`src/rtl/decode_stage_p_if.sv`:
```
// Signal bundle for decode_stage_p. It carries the pre-decoded D-stage operands, the
// write-back port, the forwarding network, the hazard/redirect outputs and the ID/EX fields.
interface decode_stage_p_if #(
  parameter int DATA_W = 32,
  parameter int ADDR_W = 5,
  parameter int FWD_N  = 2
);
  logic                    instr_valid_i;
  logic [DATA_W-1:0]       pc_d_i;
  logic [ADDR_W-1:0]       rs_i;
  logic [ADDR_W-1:0]       rt_i;
  logic                    use_rs_i;
  logic                    use_rt_i;
  logic [1:0]              tuse_rs_i;
  logic [1:0]              tuse_rt_i;
  logic [2:0]              br_op_i;
  logic [DATA_W-1:0]       br_off_i;
  logic                    wb_we_i;
  logic [ADDR_W-1:0]       wb_addr_i;
  logic [DATA_W-1:0]       wb_data_i;
  logic [FWD_N-1:0]        fwd_valid_i;
  logic [FWD_N*ADDR_W-1:0] fwd_addr_i;
  logic [FWD_N*2-1:0]      fwd_tnew_i;
  logic [FWD_N*DATA_W-1:0] fwd_data_i;
  logic                    flush_i;
  logic                    stall_o;
  logic                    redirect_o;
  logic [DATA_W-1:0]       redirect_pc_o;
  logic                    ex_valid_o;
  logic [DATA_W-1:0]       ex_pc_o;
  logic [ADDR_W-1:0]       ex_rs_o;
  logic [ADDR_W-1:0]       ex_rt_o;
  logic [DATA_W-1:0]       ex_rs_val_o;
  logic [DATA_W-1:0]       ex_rt_val_o;
  logic [31:0]             stall_cnt_o;

  modport master (
    output instr_valid_i, pc_d_i, rs_i, rt_i, use_rs_i, use_rt_i, tuse_rs_i, tuse_rt_i,
           br_op_i, br_off_i, wb_we_i, wb_addr_i, wb_data_i, fwd_valid_i, fwd_addr_i,
           fwd_tnew_i, fwd_data_i, flush_i,
    input  stall_o, redirect_o, redirect_pc_o, ex_valid_o, ex_pc_o, ex_rs_o, ex_rt_o,
           ex_rs_val_o, ex_rt_val_o, stall_cnt_o
  );

  modport slave (
    input  instr_valid_i, pc_d_i, rs_i, rt_i, use_rs_i, use_rt_i, tuse_rs_i, tuse_rt_i,
           br_op_i, br_off_i, wb_we_i, wb_addr_i, wb_data_i, fwd_valid_i, fwd_addr_i,
           fwd_tnew_i, fwd_data_i, flush_i,
    output stall_o, redirect_o, redirect_pc_o, ex_valid_o, ex_pc_o, ex_rs_o, ex_rt_o,
           ex_rs_val_o, ex_rt_val_o, stall_cnt_o
  );
endinterface

```
`src/rtl/decode_stage_p.sv`:
```
// ID stage of the pipelined MIPS core. It holds the GPR file, the operand forwarding mux,
// Tuse/Tnew stall detection, early branch/jr resolution and the ID/EX register.
module decode_stage_p #(
  parameter int DATA_W = 32,
  parameter int ADDR_W = 5,
  parameter int FWD_N  = 2
) (
  input logic             clk,
  input logic             reset,
  decode_stage_p_if.slave bus
);
  localparam int                NREG      = 1 << ADDR_W;
  localparam logic [DATA_W-1:0] ZERO_D    = {DATA_W{1'b0}};
  localparam logic [ADDR_W-1:0] ZERO_A    = {ADDR_W{1'b0}};
  localparam logic [DATA_W-1:0] PC_STEP   = DATA_W'(3'd4);
  localparam logic [2:0]        BR_BEQ    = 3'd1;
  localparam logic [2:0]        BR_BNE    = 3'd2;
  localparam logic [2:0]        BR_BLEZ   = 3'd3;
  localparam logic [2:0]        BR_BGTZ   = 3'd4;
  localparam logic [2:0]        BR_JR     = 3'd5;

  logic [DATA_W-1:0] gprFile_r [NREG];
  logic [DATA_W-1:0] rsVal_s, rtVal_s, target_s;
  logic              rsHit_s, rtHit_s, stall_s, taken_s, resolve_s;
  logic              exValid_r;
  logic [DATA_W-1:0] exPc_r, exRsVal_r, exRtVal_r;
  logic [ADDR_W-1:0] exRs_r, exRt_r;
  logic [31:0]       stallCnt_r;

  // The youngest matching source shadows all older ones, even when it is not ready yet;
  // E re-forwards from its own bypass when tnew is nonzero, so the stale GPR value is fine here.
  function automatic void selOperand(
    input  logic [ADDR_W-1:0]       addr,
    input  logic                    used,
    input  logic [1:0]              tuse,
    input  logic [DATA_W-1:0]       gprVal,
    input  logic [FWD_N-1:0]        fValid,
    input  logic [FWD_N*ADDR_W-1:0] fAddr,
    input  logic [FWD_N*2-1:0]      fTnew,
    input  logic [FWD_N*DATA_W-1:0] fData,
    input  logic                    wbWe,
    input  logic [ADDR_W-1:0]       wbAddr,
    input  logic [DATA_W-1:0]       wbData,
    output logic [DATA_W-1:0]       val,
    output logic                    hit
  );
    logic found;
    found = 1'b0;
    val   = gprVal;
    hit   = 1'b0;
    for (int i = 0; i < FWD_N; i++) begin
      if (!found && fValid[i] && (fAddr[i*ADDR_W +: ADDR_W] == addr)) begin
        found = 1'b1;
        hit   = used && (fTnew[i*2 +: 2] > tuse);
        if (fTnew[i*2 +: 2] == 2'd0) begin
          val = fData[i*DATA_W +: DATA_W];
        end else begin
          val = gprVal;
        end
      end else begin
        found = found;
      end
    end
    if (addr == ZERO_A) begin
      val = ZERO_D;
      hit = 1'b0;
    end else if (!found && wbWe && (wbAddr == addr)) begin
      val = wbData;
    end else begin
      val = val;
    end
  endfunction

  // Operand selection for rs/rt and the resulting load-use stall.
  always_comb begin
    rsVal_s = ZERO_D;
    rtVal_s = ZERO_D;
    rsHit_s = 1'b0;
    rtHit_s = 1'b0;
    selOperand(bus.rs_i, bus.use_rs_i, bus.tuse_rs_i, gprFile_r[bus.rs_i], bus.fwd_valid_i,
               bus.fwd_addr_i, bus.fwd_tnew_i, bus.fwd_data_i, bus.wb_we_i, bus.wb_addr_i,
               bus.wb_data_i, rsVal_s, rsHit_s);
    selOperand(bus.rt_i, bus.use_rt_i, bus.tuse_rt_i, gprFile_r[bus.rt_i], bus.fwd_valid_i,
               bus.fwd_addr_i, bus.fwd_tnew_i, bus.fwd_data_i, bus.wb_we_i, bus.wb_addr_i,
               bus.wb_data_i, rtVal_s, rtHit_s);
    stall_s = bus.instr_valid_i & (rsHit_s | rtHit_s);
  end

  // Early branch/jr condition and target evaluation.
  always_comb begin
    taken_s  = 1'b0;
    target_s = bus.pc_d_i + PC_STEP + bus.br_off_i;
    case (bus.br_op_i)
      BR_BEQ:  taken_s = (rsVal_s == rtVal_s);
      BR_BNE:  taken_s = (rsVal_s != rtVal_s);
      BR_BLEZ: taken_s = ($signed(rsVal_s) <= $signed(ZERO_D));
      BR_BGTZ: taken_s = ($signed(rsVal_s) > $signed(ZERO_D));
      BR_JR: begin
        taken_s  = 1'b1;
        target_s = rsVal_s;
      end
      default: taken_s = 1'b0;
    endcase
    resolve_s = bus.instr_valid_i & ~stall_s & ~bus.flush_i;
  end

  // GPR file; register 0 is never written.
  always_ff @(posedge clk or negedge reset) begin
    if (!reset) begin
      for (int i = 0; i < NREG; i++) begin
        gprFile_r[i] <= ZERO_D;
      end
    end else if (bus.wb_we_i && (bus.wb_addr_i != ZERO_A)) begin
      gprFile_r[bus.wb_addr_i] <= bus.wb_data_i;
    end
  end

  // ID/EX register: flush and stall both inject a bubble.
  always_ff @(posedge clk or negedge reset) begin
    if (!reset) begin
      exValid_r <= 1'b0;
      exPc_r    <= ZERO_D;
      exRs_r    <= ZERO_A;
      exRt_r    <= ZERO_A;
      exRsVal_r <= ZERO_D;
      exRtVal_r <= ZERO_D;
    end else if (bus.flush_i || stall_s) begin
      exValid_r <= 1'b0;
      exPc_r    <= ZERO_D;
      exRs_r    <= ZERO_A;
      exRt_r    <= ZERO_A;
      exRsVal_r <= ZERO_D;
      exRtVal_r <= ZERO_D;
    end else begin
      exValid_r <= bus.instr_valid_i;
      exPc_r    <= bus.pc_d_i;
      exRs_r    <= bus.rs_i;
      exRt_r    <= bus.rt_i;
      exRsVal_r <= rsVal_s;
      exRtVal_r <= rtVal_s;
    end
  end

  // Saturating stall-cycle counter.
  always_ff @(posedge clk or negedge reset) begin
    if (!reset) begin
      stallCnt_r <= 32'd0;
    end else if (stall_s && (stallCnt_r != 32'hFFFF_FFFF)) begin
      stallCnt_r <= stallCnt_r + 32'd1;
    end
  end

  assign bus.stall_o       = stall_s;
  assign bus.redirect_o    = resolve_s & taken_s;
  assign bus.redirect_pc_o = target_s;
  assign bus.ex_valid_o    = exValid_r;
  assign bus.ex_pc_o       = exPc_r;
  assign bus.ex_rs_o       = exRs_r;
  assign bus.ex_rt_o       = exRt_r;
  assign bus.ex_rs_val_o   = exRsVal_r;
  assign bus.ex_rt_val_o   = exRtVal_r;
  assign bus.stall_cnt_o   = stallCnt_r;
endmodule

```
`src/flat_wrapper.sv`:
```
// flat-port wrapper written by rule: the top's interface ports become plain ports
module decode_stage_p_flat 
#(
  parameter int DATA_W = 32,
  parameter int ADDR_W = 5,
  parameter int FWD_N  = 2
)
  (clk, reset, bus_instr_valid_i, bus_pc_d_i, bus_rs_i, bus_rt_i, bus_use_rs_i, bus_use_rt_i, bus_tuse_rs_i, bus_tuse_rt_i, bus_br_op_i, bus_br_off_i, bus_wb_we_i, bus_wb_addr_i, bus_wb_data_i, bus_fwd_valid_i, bus_fwd_addr_i, bus_fwd_tnew_i, bus_fwd_data_i, bus_flush_i, bus_stall_o, bus_redirect_o, bus_redirect_pc_o, bus_ex_valid_o, bus_ex_pc_o, bus_ex_rs_o, bus_ex_rt_o, bus_ex_rs_val_o, bus_ex_rt_val_o, bus_stall_cnt_o);
  decode_stage_p_if #(.DATA_W(DATA_W), .ADDR_W(ADDR_W), .FWD_N(FWD_N)) bus_i ();
  input logic clk;
  input logic reset;
  input wire logic [$bits(bus_i.instr_valid_i)-1:0] bus_instr_valid_i;
  input wire logic [$bits(bus_i.pc_d_i)-1:0] bus_pc_d_i;
  input wire logic [$bits(bus_i.rs_i)-1:0] bus_rs_i;
  input wire logic [$bits(bus_i.rt_i)-1:0] bus_rt_i;
  input wire logic [$bits(bus_i.use_rs_i)-1:0] bus_use_rs_i;
  input wire logic [$bits(bus_i.use_rt_i)-1:0] bus_use_rt_i;
  input wire logic [$bits(bus_i.tuse_rs_i)-1:0] bus_tuse_rs_i;
  input wire logic [$bits(bus_i.tuse_rt_i)-1:0] bus_tuse_rt_i;
  input wire logic [$bits(bus_i.br_op_i)-1:0] bus_br_op_i;
  input wire logic [$bits(bus_i.br_off_i)-1:0] bus_br_off_i;
  input wire logic [$bits(bus_i.wb_we_i)-1:0] bus_wb_we_i;
  input wire logic [$bits(bus_i.wb_addr_i)-1:0] bus_wb_addr_i;
  input wire logic [$bits(bus_i.wb_data_i)-1:0] bus_wb_data_i;
  input wire logic [$bits(bus_i.fwd_valid_i)-1:0] bus_fwd_valid_i;
  input wire logic [$bits(bus_i.fwd_addr_i)-1:0] bus_fwd_addr_i;
  input wire logic [$bits(bus_i.fwd_tnew_i)-1:0] bus_fwd_tnew_i;
  input wire logic [$bits(bus_i.fwd_data_i)-1:0] bus_fwd_data_i;
  input wire logic [$bits(bus_i.flush_i)-1:0] bus_flush_i;
  output wire logic [$bits(bus_i.stall_o)-1:0] bus_stall_o;
  output wire logic [$bits(bus_i.redirect_o)-1:0] bus_redirect_o;
  output wire logic [$bits(bus_i.redirect_pc_o)-1:0] bus_redirect_pc_o;
  output wire logic [$bits(bus_i.ex_valid_o)-1:0] bus_ex_valid_o;
  output wire logic [$bits(bus_i.ex_pc_o)-1:0] bus_ex_pc_o;
  output wire logic [$bits(bus_i.ex_rs_o)-1:0] bus_ex_rs_o;
  output wire logic [$bits(bus_i.ex_rt_o)-1:0] bus_ex_rt_o;
  output wire logic [$bits(bus_i.ex_rs_val_o)-1:0] bus_ex_rs_val_o;
  output wire logic [$bits(bus_i.ex_rt_val_o)-1:0] bus_ex_rt_val_o;
  output wire logic [$bits(bus_i.stall_cnt_o)-1:0] bus_stall_cnt_o;
  assign bus_i.instr_valid_i = bus_instr_valid_i;
  assign bus_i.pc_d_i = bus_pc_d_i;
  assign bus_i.rs_i = bus_rs_i;
  assign bus_i.rt_i = bus_rt_i;
  assign bus_i.use_rs_i = bus_use_rs_i;
  assign bus_i.use_rt_i = bus_use_rt_i;
  assign bus_i.tuse_rs_i = bus_tuse_rs_i;
  assign bus_i.tuse_rt_i = bus_tuse_rt_i;
  assign bus_i.br_op_i = bus_br_op_i;
  assign bus_i.br_off_i = bus_br_off_i;
  assign bus_i.wb_we_i = bus_wb_we_i;
  assign bus_i.wb_addr_i = bus_wb_addr_i;
  assign bus_i.wb_data_i = bus_wb_data_i;
  assign bus_i.fwd_valid_i = bus_fwd_valid_i;
  assign bus_i.fwd_addr_i = bus_fwd_addr_i;
  assign bus_i.fwd_tnew_i = bus_fwd_tnew_i;
  assign bus_i.fwd_data_i = bus_fwd_data_i;
  assign bus_i.flush_i = bus_flush_i;
  assign bus_stall_o = bus_i.stall_o;
  assign bus_redirect_o = bus_i.redirect_o;
  assign bus_redirect_pc_o = bus_i.redirect_pc_o;
  assign bus_ex_valid_o = bus_i.ex_valid_o;
  assign bus_ex_pc_o = bus_i.ex_pc_o;
  assign bus_ex_rs_o = bus_i.ex_rs_o;
  assign bus_ex_rt_o = bus_i.ex_rt_o;
  assign bus_ex_rs_val_o = bus_i.ex_rs_val_o;
  assign bus_ex_rt_val_o = bus_i.ex_rt_val_o;
  assign bus_stall_cnt_o = bus_i.stall_cnt_o;
  decode_stage_p #(.DATA_W(DATA_W), .ADDR_W(ADDR_W), .FWD_N(FWD_N)) u_core (.clk(clk), .reset(reset), .bus(bus_i));
endmodule
```
`config.mk`:
```
export PLATFORM = sky130hd
export DESIGN_NAME = decode_stage_p_flat
export DESIGN_NICKNAME = d
export VERILOG_FILES = /design/src/rtl/decode_stage_p_if.sv /design/src/rtl/decode_stage_p.sv /design/src/flat_wrapper.sv
export SDC_FILE = /design/constraint.sdc
export NUM_CORES = 2
export LEC_CHECK = 0
export ABC_CLOCK_PERIOD_IN_PS = 9390
export CAP_MARGIN = 0
export CORE_ASPECT_RATIO = 0.9
export CORE_MARGIN = 4
export CORE_UTILIZATION = 45
export DETAILED_ROUTE_END_ITERATION = 8
export PLACE_DENSITY = 0.65
export SLEW_MARGIN = 0
export SYNTH_ARGS = -nofsm -noshare
export SYNTH_HDL_FRONTEND = slang
export SYNTH_SLANG_ARGS = --single-unit
```
`constraint.sdc`:
```
create_clock -name clk -period 9.39 [get_ports clk]
set_input_delay 1.878 -clock clk [delete_from_list [all_inputs] [get_ports clk]]
set_output_delay 1.878 -clock clk [all_outputs]
set_load 0.01 [all_outputs]
```
==> run metrics <==
status finished clean; Crit Path Max Fanout 29; routed wire length 245000 um; H-tree depth 3; Int Power 10.7 mW; vias per std cell 6.84; initial antenna violation count 21; fin cells 7005; Synth Flop Type dfrtp_1; Post-Place Setup Slack 0.503 ns; Mapped Avg Cell Area 13.3 um^2; Worst slew margin 10.1%; Hold Slack 0.396 ns; Worst-path clk slew 0.06 ns; largest net degree at the start of global routing 162; number of synthesized register bits 1163; Slew @ Worst Pin 1.34 ns; Core Area 142000 um^2; Clock Power Share 33.6%; initial core utilization 45.4%; Compound-Gate Fraction of Synth Area 8.81%; Worst VDD drop 0.162 mV; grt ovf 0; max_cap viols 0; Max Slew Vio Count 0; Arr. time, crit path 7.25 ns; Worst Setup Slack, final 0.262 ns; vias in the first global route 47682; top cells by area, synth dfrtp_1, mux2_2, mux4_2, mux2i_1, clkbuf_1; Fill cells 12001; # resized after CTS 0; largest family of logic cells by synthesized area multiplexers; Syn Std Cell Area 64600 um^2; vias after detailed routing 47902; Pwr Density 204 nW/um^2; DR WL/cell 34.9 um; clk sinks 1163; part of the cycle the worst path needs 97.2%; Cell Rows 131; Leak 32.3 nW; Synth Instances 4841; CP peak stage delay 0.86 ns; First-pass DRT Iterations 8; Final setup violation count 0; Max clock buf depth 3; Clock Skew 0.0297 ns; EDFF count, synth 0; Post-Synth Adder-Cell Area 1.39%; slowest CP cell clkdlybuf4s50_1; WHS Path Cells 0; die area 150000 um^2; Finished Core Util 52.3%; Flop pwr share 43.1%; RSZ-0062 raised after global routing false; Yosys cell types 88; reg2reg path depth 7; HP Class reg -> reg; Synth Area in XOR/XNOR 1.21%; Synth area leader dfrtp_1; antenna viol nets, final 0; first-pass GRT wire length 351000 um; area growth from synthesis to layout 15.2%; CP Class in -> out; Post-DP Area 70200 um^2; CP delay by family, top simple AND/OR/NAND/NOR gates; mux contribution to synthesized area 34.8%; hold buffer count at cts 0; Sw Share 29.7%; Synth Area in Simple Gates 4.66%; setup TNS 0 ns; Port Buffers 377; share of the synthesized area in the top cell type 45.0%; total track usage 32.0%; worst skew pair latency 0.76 ns; Gate power share 23.3%; 1st-iter DRT viols 6194; Horiz. Die Dim 407 um; fraction of layout instances using a drive strength above 1 36.7%; gpl congestion 0.956; min Tclk post-route 9.13 ns; Critical Path Source Type input pin; Die Span Y 367 um; # Post-CTS Setup Buffers 0; CP Depth 14; CP endpoint kind primary output; Clock Tree Root clkbuf_16; Placed Cells 6778; CP required 7.51 ns; DRC 0; Inserted Clock Buffers 121; HPWL after DPL 160000 um; I/O Pins 378; syn_nets 5117; Fin. Hold Viols 0; post-route cell area 74400 um^2; cells along the critical path clkdlybuf4s50_1, xor2_1, nor4_1, nand3_1, o211ai_1, buf_4, a21oi_1, o211ai_1, nor4b_1, nand4_1, nor4_2, mux2i_1, nand3_1, clkdlybuf4s50_1; Layout Nets 5315; Psw 4.51 mW; Tot Pwr 15.2 mW; buffers and inverters on the worst path 3; CTS tree done; post-synthesis sequential area ratio 45.0%; Synth async-reset ratio 100%; YS warnings 0; f_max 110 MHz
==> logic make-up (layout without fill, tap and decap cells) <==
family          count (synthesis)  after routing
compound gates                784            784
xor+xnor                       89             89
fa+ha+maj                      71             71
buf+inv                       525            818
flops                        1163           1163
mux                          1672           1672
other cells                     0              9
simple gates                  537            537
==> cells in the mapped netlist (50+ instances only) <==
| cell type | count |
|---|---|
| a221oi_1 | 66 |
| o22ai_1 | 111 |
| o211ai_1 | 91 |
| mux4_2 | 358 |
| mux2_2 | 993 |
| a21oi_1 | 134 |
| clkbuf_1 | 267 |
| buf_1 | 72 |
| o21ai_0 | 68 |
| nand2_1 | 79 |
| buf_2 | 63 |
| ha_1 | 70 |
| nor2_1 | 113 |
| dfrtp_1 | 1163 |
| buf_6 | 50 |
| mux2i_1 | 318 |
| xnor2_1 | 53 |
| a22oi_1 | 68 |
==> path summary, 6_finish.rpt <==
path	start	end	slack (ns)
setup / recovery	bus_wb_addr_i[3]	bus_redirect_o	0.26
hold / removal	u_core.gprFile_r[1019]	u_core.gprFile_r[1019]	0.40
setup reg to reg	u_core.gprFile_r[398]	u_core.bus.ex_rs_val_o[14]	6.37
hold reg to reg	u_core.gprFile_r[1019]	u_core.gprFile_r[1019]	0.40
max in group asynchronous	reset	u_core.gprFile_r[632]	6.23
min in group asynchronous	reset	u_core.gprFile_r[744]	1.14
==> layer usage <==
metal | wire, um | GRT usage (%) | up-vias
li1 | - | - | 19038
met3 | 30300 | 11.8 | 649
met2 | 105000 | 46.5 | 2932
met5 | 251 | 1.05 | -
met1 | 95800 | 42.4 | 25271
met4 | 13800 | 15.6 | 12
==> worst register-to-register path, stage by stage (launching register included) <==
cell	delay (ns)
dfrtp_1	0.39
mux4_2	0.50
a22oi_1	0.47
nand2_1	0.24
a221oi_1	0.39
o211ai_1	0.33
and2_1	0.30
nor2b_1	0.23
==> placed cells by master, fill, tap and decap left out, drive strengths merged, types with 12 or more instances in the layout <==
cell type	count
clkbuf	168
o22a	19
mux4	361
and3	39
ha	70
o211a	13
nor2b	12
xnor2	53
dfrtp	1163
o21ai	70
and2	49
o221a	32
or3	40
nand2	79
a211o	29
o221ai	33
xor2	36
a221oi	67
a22o	16
a22oi	68
nor3	35
mux2	993
a21o	16
a21oi	134
nor4	14
or2	23
nand4	21
mux2i	318
bufinv	13
a211oi	51
buf	203
o211ai	92
clkinv	25
o22ai	111
clkdlybuf4s50	370
inv	31
nand3	45
nor2	114
==> area by class of cell <==
cell class	instances	area [um^2]	area share (%)
Antenna cell	9	22.5	0.0303
Clock buffer	167	3500	4.71
Clock inverter	51	663	0.891
Inverter	26	97.6	0.131
Multi-Input combinational cell	3153	33100	44.5
Sequential cell	1163	29100	39.1
Tap cell	1862	2330	3.13
Timing Repair Buffer	574	5600	7.52
==> sequential cells by signal, indices dropped and copies added (netlist names) <==
| register | count |
|---|---|
| u_core.bus.ex_pc_o | 32 |
| u_core.bus.ex_valid_o | 1 |
| u_core.bus.stall_cnt_o | 32 |
| u_core.bus.ex_rs_val_o | 32 |
| u_core.bus.ex_rs_o | 5 |
| u_core.gprFile_r | 1024 |
| u_core.bus.ex_rt_val_o | 32 |
| u_core.bus.ex_rt_o | 5 |
==> power by group through the flow <==
| stage | Sequential, mW | Clock (mW) | Combinational [mW] |
|---|---|---|---|
| after floorplan | 6.40 | 0 | 2.26 |
| after global placement | 6.54 | 0 | 3.43 |
| after detailed placement | 6.59 | 0 | 3.47 |
| after CTS | 6.50 | 5.16 | 3.49 |
| after global routing | 6.63 | 5.36 | 3.73 |
| final | 6.54 | 5.11 | 3.53 |
No activity file was read; power rests on OpenSTA's default activity.
